==> src/rtl/ws2812_serializer.sv <==
// WS2812 serializer: sends a 24-bit colour word MSB first as T0H/T1H-high, TBIT-long pulses, with an optional TRESET-low latch.
// Latency: led rises the cycle after acceptance; ready is high only in IDLE, and valid is ignored while busy.
module ws2812_serializer #(
    parameter int T0H    = 8,
    parameter int T1H    = 16,
    parameter int TBIT   = 25,
    parameter int TRESET = 1000
) (
    input  logic        clk,
    input  logic        rst_n,
    input  logic [23:0] data_in,
    input  logic        valid,
    input  logic        latch,
    output logic        ready,
    output logic        led,
    output logic        frame_done
);

    localparam int TMAX = (TBIT > TRESET) ? TBIT : TRESET;
    localparam int CW   = $clog2(TMAX) + 1;

    localparam logic [CW-1:0] T0H_M1    = CW'(T0H - 1);
    localparam logic [CW-1:0] T1H_M1    = CW'(T1H - 1);
    localparam logic [CW-1:0] TBIT_M1   = CW'(TBIT - 1);
    localparam logic [CW-1:0] TRESET_M1 = CW'(TRESET - 1);

    if (!(T0H >= 1 && T0H < T1H && T1H < TBIT && TRESET >= 1)) begin : g_bad_params
        $error("ws2812_serializer: need 1 <= T0H < T1H < TBIT and TRESET >= 1");
    end

    typedef enum logic [1:0] {IDLE, HIGH, LOW, LATCH} state_t;

    state_t         state_q, state_d;
    logic [CW-1:0]  cnt_q, cnt_d;
    logic [4:0]     bit_q, bit_d;
    logic [23:0]    shift_q, shift_d;
    logic           latch_q, latch_d;
    logic           led_q, led_d;
    logic           fd_q, fd_d;
    logic [CW-1:0]  high_m1;

    always_ff @(posedge clk or negedge rst_n) begin
        if (!rst_n) begin
            state_q <= IDLE;
            cnt_q   <= '0;
            bit_q   <= '0;
            shift_q <= '0;
            latch_q <= 1'b0;
            led_q   <= 1'b0;
            fd_q    <= 1'b0;
        end else begin
            state_q <= state_d;
            cnt_q   <= cnt_d;
            bit_q   <= bit_d;
            shift_q <= shift_d;
            latch_q <= latch_d;
            led_q   <= led_d;
            fd_q    <= fd_d;
        end
    end

    // The current bit always sits in shift_q[23]; cnt spans the whole bit so LOW ends at TBIT.
    assign high_m1 = shift_q[23] ? T1H_M1 : T0H_M1;

    always_comb begin
        state_d = state_q;
        cnt_d   = cnt_q;
        bit_d   = bit_q;
        shift_d = shift_q;
        latch_d = latch_q;
        fd_d    = 1'b0;
        unique case (state_q)
            IDLE: begin
                if (valid) begin
                    state_d = HIGH;
                    cnt_d   = '0;
                    bit_d   = '0;
                    shift_d = data_in;
                    latch_d = latch;
                end
            end
            HIGH: begin
                cnt_d = cnt_q + CW'(1);
                if (cnt_q == high_m1) state_d = LOW;
            end
            LOW: begin
                if (cnt_q == TBIT_M1) begin
                    cnt_d = '0;
                    if (bit_q == 5'd23) begin
                        state_d = latch_q ? LATCH : IDLE;
                    end else begin
                        state_d = HIGH;
                        bit_d   = bit_q + 5'd1;
                        shift_d = {shift_q[22:0], 1'b0};
                    end
                end else begin
                    cnt_d = cnt_q + CW'(1);
                end
            end
            LATCH: begin
                if (cnt_q == TRESET_M1) begin
                    state_d = IDLE;
                    cnt_d   = '0;
                    fd_d    = 1'b1;
                end else begin
                    cnt_d = cnt_q + CW'(1);
                end
            end
            default: state_d = IDLE;
        endcase
        led_d = (state_d == HIGH);
    end

    always_comb begin
        ready      = (state_q == IDLE);
        led        = led_q;
        frame_done = fd_q;
    end

endmodule
==> config.mk <==
export PLATFORM = sky130hd
export DESIGN_NAME = ws2812_serializer
export DESIGN_NICKNAME = d
export VERILOG_FILES = /design/src/rtl/ws2812_serializer.sv
export SDC_FILE = /design/constraint.sdc
export NUM_CORES = 1
export LEC_CHECK = 0
export CAP_MARGIN = 20
export CORE_ASPECT_RATIO = 1.5
export CORE_MARGIN = 2
export CORE_UTILIZATION = 38
export DETAILED_ROUTE_END_ITERATION = 8
export HOLD_SLACK_MARGIN = 0.15
export PLACE_DENSITY_LB_ADDON = 0.12
export SLEW_MARGIN = 25
export SYNTH_ARGS = -nofsm -noshare
export SYNTH_HDL_FRONTEND = slang
export SYNTH_SLANG_ARGS = --single-unit
==> constraint.sdc <==
create_clock -name clk -period 1.9 [get_ports clk]
set_input_delay 0.38 -clock clk [delete_from_list [all_inputs] [get_ports clk]]
set_output_delay 0.38 -clock clk [all_outputs]
set_load 0.01 [all_outputs]
==> metrics.cfg, run 1 <==
[logic_synthesis]
syn_area_per_cell_um2 = 10.38
synth_area_um2 = 2366
ys_async_sr_fraction_pct = 100.0
synth-edff-count = 0
ys_types = 42
ys_warn_count = 0
synth_sequential_area_ratio_pct = 47.59
syn_inst = 228
synthFlopType = dfrtp_1
yosys_register_bits = 45
syn_nets = 259

[place]
globalplace.congestion = 0.7582
hpwl_um = 4086
place_ws_ns = 0.03854
placed_cell_area_um2 = 2905
io_buffers = 30

[floorplan]
initial_core_util_pct = 38.87
rows = 35
dieArea_um2 = 6886
fp.dieW_um = 68.43
die_h_um = 100.6
core_area_um2 = 6087
pin_count = 31

[global_route]
grt_use_total_pct = 17.91
grt_pass1_vias = 1950
antenna_found_initial = 0
grt_start_max_net_pins = 27
grt_pass1_wl_um = 9328
overflow = 0

[worst_setup_path]
cp-end-kind = output port
critPathArrivalTime_ns = 1.45
cpPeakStageDelay_ns = 0.55
crit_chain = nor2_2 > clkdlybuf4s50_1
required_ns = 1.52
cp_max_fo = 9
startpoint_type = register
cp_slowest_cell = clkdlybuf4s50_1
critical_path_class = register to output port

[clock_network]
cts_buffers = 5
cts_sinks = 45
cts_max_path_buffers = 2
cts_tree = built
h-tree-depth = 2
clk_pin_slew_worst_paths_ns = 0.08
cts_root_buffer = clkbuf_8
clk_latency_ns = 0.29

[routing]
wl_per_cell_um = 15.60
vias = 1952
drc = 0
drt-initial-drc-count = 142
antenna_left = 0
post_drt_via_cell_ratio = 5.530
first_pass_iters = 4
totalWireLength_um = 5506

[pwr]
sequentialPowerShare_pct = 46.6
p_int_uw = 2449
total_power_uw = 3739
p_comb_share_pct = 39.2
power_switching_share_pct = 34.51
p_leak_uw = 0.001154
power.switching_uw = 1290
clock_power_share_pct = 14.3
power_density_nw_per_um2 = 1242
ir_drop_mv = 0.5642

[cells_and_area]
layout-drive-gt1-share_pct = 18.64
fin_area_um2 = 3012
area_growth_pct = 27.29
final_common_cell = dfrtp_1
nNetsFinal = 311
insertedDiodeCount = 0
mostFrequentLayoutCells = dfrtp_1 (44), clkdlybuf4s50_1 (29), buf_4 (28), nand2b_1 (25), o221a_1 (17)

[status]
outcome = finished, final reports clean

[timing]
layout_setup_ws_ns = 0.06982
min_period_over_period_pct = 96.33
max_slew_margin_pct = 64.13
finalSetupViolCount = 0
min_period_ns = 1.830
fmax_ghz = 0.5464
finClkSkew_ns = 0.009967
slew_violations = 0
setup-tns-final_ns = 0
holdWs_ns = 0.5087
hold_violations = 0
worst_pin_slew_ns = 0.5381

[job]
max_cap_viol_count = 0

[hold_path]
hold_class = register to register

==> final cells by class <==
type | count | area (µm²)
fill | 587 | 3075
sequential | 45 | 1127
multi-input combinational | 159 | 1116
timing repair buffer | 62 | 575.6
tap | 74 | 92.59
clock buffer | 5 | 68.82
inverter | 7 | 26.28
clock inverter | 1 | 5.005
==> cells in the mapped netlist, types with 2 or more instances <==
| cell | instances | share of area, % |
|---|---|---|
| a21oi_1 | 6 | 1.3 |
| nand3_1 | 7 | 1.5 |
| nand3b_1 | 2 | 0.63 |
| inv_1 | 7 | 1.1 |
| o211ai_1 | 5 | 1.6 |
| nor4_1 | 2 | 0.53 |
| buf_2 | 8 | 1.7 |
| o21ai_0 | 16 | 3.4 |
| o221a_1 | 17 | 8.1 |
| nor2_1 | 8 | 1.3 |
| ha_1 | 3 | 1.6 |
| o221a_2 | 6 | 2.9 |
| buf_6 | 4 | 1.9 |
| dfrtp_1 | 45 | 48 |
| nand4_1 | 3 | 0.79 |
| nand4b_1 | 2 | 0.74 |
| clkbuf_1 | 5 | 0.79 |
| o31ai_1 | 2 | 0.63 |
| and4b_1 | 2 | 0.85 |
| nor3_1 | 10 | 2.1 |
| o22ai_1 | 2 | 0.53 |
| or3_1 | 3 | 0.79 |
| xnor2_1 | 5 | 1.9 |
| nand2b_1 | 25 | 6.6 |
| nand2_1 | 16 | 2.5 |
==> power by group through the flow <==
stage,Sequential (µW),Combinational [µW],Clock (µW)
after global placement,1750,1420,0
after global routing,1800,1620,603
after detailed placement,1750,1440,0
final,1740,1460,533
after CTS,1740,1460,559
after floorplan,1620,998,0
==> cell families (layout without fill, tap and decap cells) <==
| kind of cell | count (synthesis) | in the layout | share of synthesized area [%] |
|---|---|---|---|
| buffers and inverters | 24 | 75 | 5.500 |
| flip-flops | 45 | 45 | 47.59 |
| XOR/XNOR | 6 | 6 | 2.221 |
| adder cells (fa/ha/maj) | 3 | 3 | 1.587 |
| multiplexers | 1 | 1 | 0.4231 |
| AO/OA/AOI/OAI | 61 | 61 | 20.89 |
| AND/OR/NAND/NOR | 88 | 88 | 21.79 |
==> state kept, by name, summed over array words and instances, names as in the netlist <==
register,cells
bit_q,5
cnt_q,11
led,1
shift_q,24
latch_q,1
frame_done,1
state_q,2
==> path summary, 6_finish.rpt <==
| path | slack [ns] | end | cells after the start | start |
|---|---|---|---|---|
| max in group asynchronous | 0.78 | state_q[0] | 3 | rst_n |
| setup / recovery | 0.07 | ready | 2 | state_q[0] |
| hold reg to reg | 0.51 | bit_q[4] | 1 | bit_q[4] |
| hold / removal | 0.51 | bit_q[4] | 1 | bit_q[4] |
| min in group asynchronous | 0.60 | shift_q[14] | 2 | rst_n |
| setup reg to reg | 0.07 | led | 7 | cnt_q[0] |
==> layer usage <==
| layer | share of wire, % | global-route usage (%) | vias up | routed length [µm] |
|---|---|---|---|---|
| met1 | 41 | 20.50 | 975 | 2276 |
| met3 | 2.8 | 2.682 | 5 | 153 |
| met5 | 0 | 0 | - | 0 |
| met2 | 54 | 32.84 | 25 | 2999 |
| met4 | 1.4 | 5.538 | 0 | 76 |
| li1 | - | - | 947 | - |
==> per-stage QoR <==
| step | instances | utilization (%) |
|---|---|---|
| after detailed placement | 344 | 47.73 |
| after CTS | 351 | 49.13 |
| final | 353 | 49.48 |
| after floorplan | 228 | - |
| after global placement | 344 | 47.73 |
| after global routing | 353 | 49.48 |
==> critical path, delay by kind of cell (launching register included) <==
kind                   cells  cell delay [ns]
buffers and inverters      1             0.55
DFF                        1             0.47
and+or+nand+nor            1             0.13
==> repair_timing <==
action,CTS,global route
endpoints found under the setup margin,1,20
hold buffers,1,0
cloned,0,0
endpoints found under the hold margin,21,0
setup buffers,0,2
gates resized for setup,1,3
(Power assumes the default switching activity.)
==> run 2: changes to the inputs <==
--- a/config.mk
+++ b/config.mk
@@ -7,7 +7,6 @@
 export LEC_CHECK = 0
 export CAP_MARGIN = 20
 export CORE_ASPECT_RATIO = 1.5
-export CORE_MARGIN = 2
 export CORE_UTILIZATION = 38
 export DETAILED_ROUTE_END_ITERATION = 8
 export HOLD_SLACK_MARGIN = 0.15
==> run 2 against run 1 <==
Against the previous run: setup slack gained 0.0080 ns; non-clock buffer count down 2; power fell by 0.13%; critical endpoint is now bit_q[3]; highest routed layer unchanged.
==> metrics.cfg, run 2 (same netlist as run 1, synthesis figures left out) <==
[status]
outcome = finished, final reports clean

[worst_setup_path]
cp_max_fo = 9
ff2ff_setup_slack_ns = 0.08
startpoint_type = register
cp-end-kind = register
critPathArrivalTime_ns = 2.05
cp.depth = 7
worst-r2r-cell-count = 7
critical_path_class = register to register
cp_slowest_cell = or4_1
path_delay_family = simple AND/OR/NAND/NOR gates
crit_chain = inv_2 > ha_1 > and4b_2 > nand4_4 > buf_6 > or4_1 > a21oi_2
crit_buf_inv = 2
required_ns = 2.13
cpPeakStageDelay_ns = 0.48

[routing]
first_pass_iters = 4
totalWireLength_um = 5236
drt-initial-drc-count = 103
vias = 1920
drc = 0
antenna_left = 0
post_drt_via_cell_ratio = 5.470
wl_per_cell_um = 14.92

[floorplan]
pin_count = 31
initial_core_util_pct = 40.01
fp.dieW_um = 66.43
dieArea_um2 = 6552
die_h_um = 98.64
core_area_um2 = 5913
rows = 34

[pwr]
power_density_nw_per_um2 = 1239
p_leak_uw = 0.001153
ir_drop_mv = 0.6731
total_power_uw = 3734

[clock_network]
clk_pin_slew_worst_paths_ns = 0.08
cts_tree = built
cts_max_path_buffers = 2
h-tree-depth = 2
clk_latency_ns = 0.30
cts_buffers = 5
cts_root_buffer = clkbuf_8
cts_sinks = 45

[global_route]
grt_start_max_net_pins = 27
grt_pass1_wl_um = 8838
overflow = 0
grt_use_total_pct = 17.71
antenna_found_initial = 0
grt_pass1_vias = 1932

[timing]
max_slew_margin_pct = 67.84
rsz0062_at_grt = no
setup-tns-final_ns = 0
holdWs_ns = 0.5028
fmax_ghz = 0.5488
slew_violations = 0
hold_violations = 0
finClkSkew_ns = 0.006980
min_period_over_period_pct = 95.90
min_period_ns = 1.822
finalSetupViolCount = 0
worst_pin_slew_ns = 0.4824

[hold_path]
hold_class = register to register
hold_path_depth = 1

[cells_and_area]
nNetsFinal = 309
largest_reg_flops = 24
largest-register = shift_q
layout-drive-gt1-share_pct = 19.00
fillCellCount = 579
area_growth_pct = 27.39
top_regs = shift_q x24, cnt_q x11, bit_q x5
final_common_cell = dfrtp_1
mostFrequentLayoutCells = dfrtp_1 (44), clkdlybuf4s50_1 (29), nand2b_1 (25), buf_4 (25), o221a_1 (17)
insertedDiodeCount = 0

[job]
max_cap_viol_count = 0

[place]
io_buffers = 30
globalplace.congestion = 0.7627
hpwl_um = 3894

run 2: cell types whose count changed in the layout (fill, tap and decap cells not counted), sizes merged:
cell	delta
buf	-2
clkinv	+1
clkbuf	+1
run 2: worst paths after layout:
| kind | startpoint | to |
|---|---|---|
| max | cnt_q[1] | bit_q[3] |
| min | bit_q[4] | bit_q[4] |
| max reg2reg | cnt_q[1] | bit_q[3] |
| min reg2reg | bit_q[4] | bit_q[4] |
| max in group asynchronous | rst_n | state_q[1] |
| min in group asynchronous | rst_n | shift_q[15] |
run 2: report_power, final:
part / total (µW) / switching (µW) / internal (µW)
sequential: 1730 / 327 / 1400
combinational: 1430 / 648 / 787
clock: 570 / 315 / 255
total: 3730 / 1290 / 2440
run 2: worst register-to-register path: stages (launching register included):
cell	delay [ns]
dfrtp_1	0.40
inv_2	0.06
ha_1	0.12
and4b_2	0.28
nand4_4	0.11
buf_6	0.16
or4_1	0.48
a21oi_2	0.14
run 2: final cells by class:
type | instances | area [µm²] | area share (%)
Sequential cell | 45 | 1127 | 37.40
Clock inverter | 2 | 10.01 | 0.3321
Multi-Input combinational cell | 159 | 1124 | 37.28
Tap cell | 72 | 90.09 | 2.989
Clock buffer | 6 | 72.57 | 2.408
Inverter | 7 | 26.28 | 0.8717
Timing Repair Buffer | 60 | 564.3 | 18.72
run 2: stage by stage:
step / worst slack [ns] / instances / util (%) / area, µm²
after floorplan: 0.06215 / 228 / - / 2366
after global placement: 0.07517 / 339 / 48.71 / 2880
after detailed placement: 0.04229 / 339 / 48.71 / 2880
after CTS: 0.03639 / 349 / 50.47 / 2984
after global routing: 0.0003193 / 351 / 50.97 / 3014
final: 0.07783 / 351 / 50.97 / 3014
run 2: repair_timing:
action / CTS / global route
endpoints found under the setup margin: 1 / 2
hold buffers: 1 / 0
cloned: 0 / 0
setup buffers: 1 / 2
resized for setup: 2 / 5
hold endpoints to repair: 19 / 0
run 2: layer usage:
metal  wire (µm)  global-route usage [%]  up-vias
met5           0                       0        -
met4          87                   6.547        0
met3         143                   3.125        7
met2        2881                   31.87       34
met1        2123                   20.31      940
li1            -                       -      939
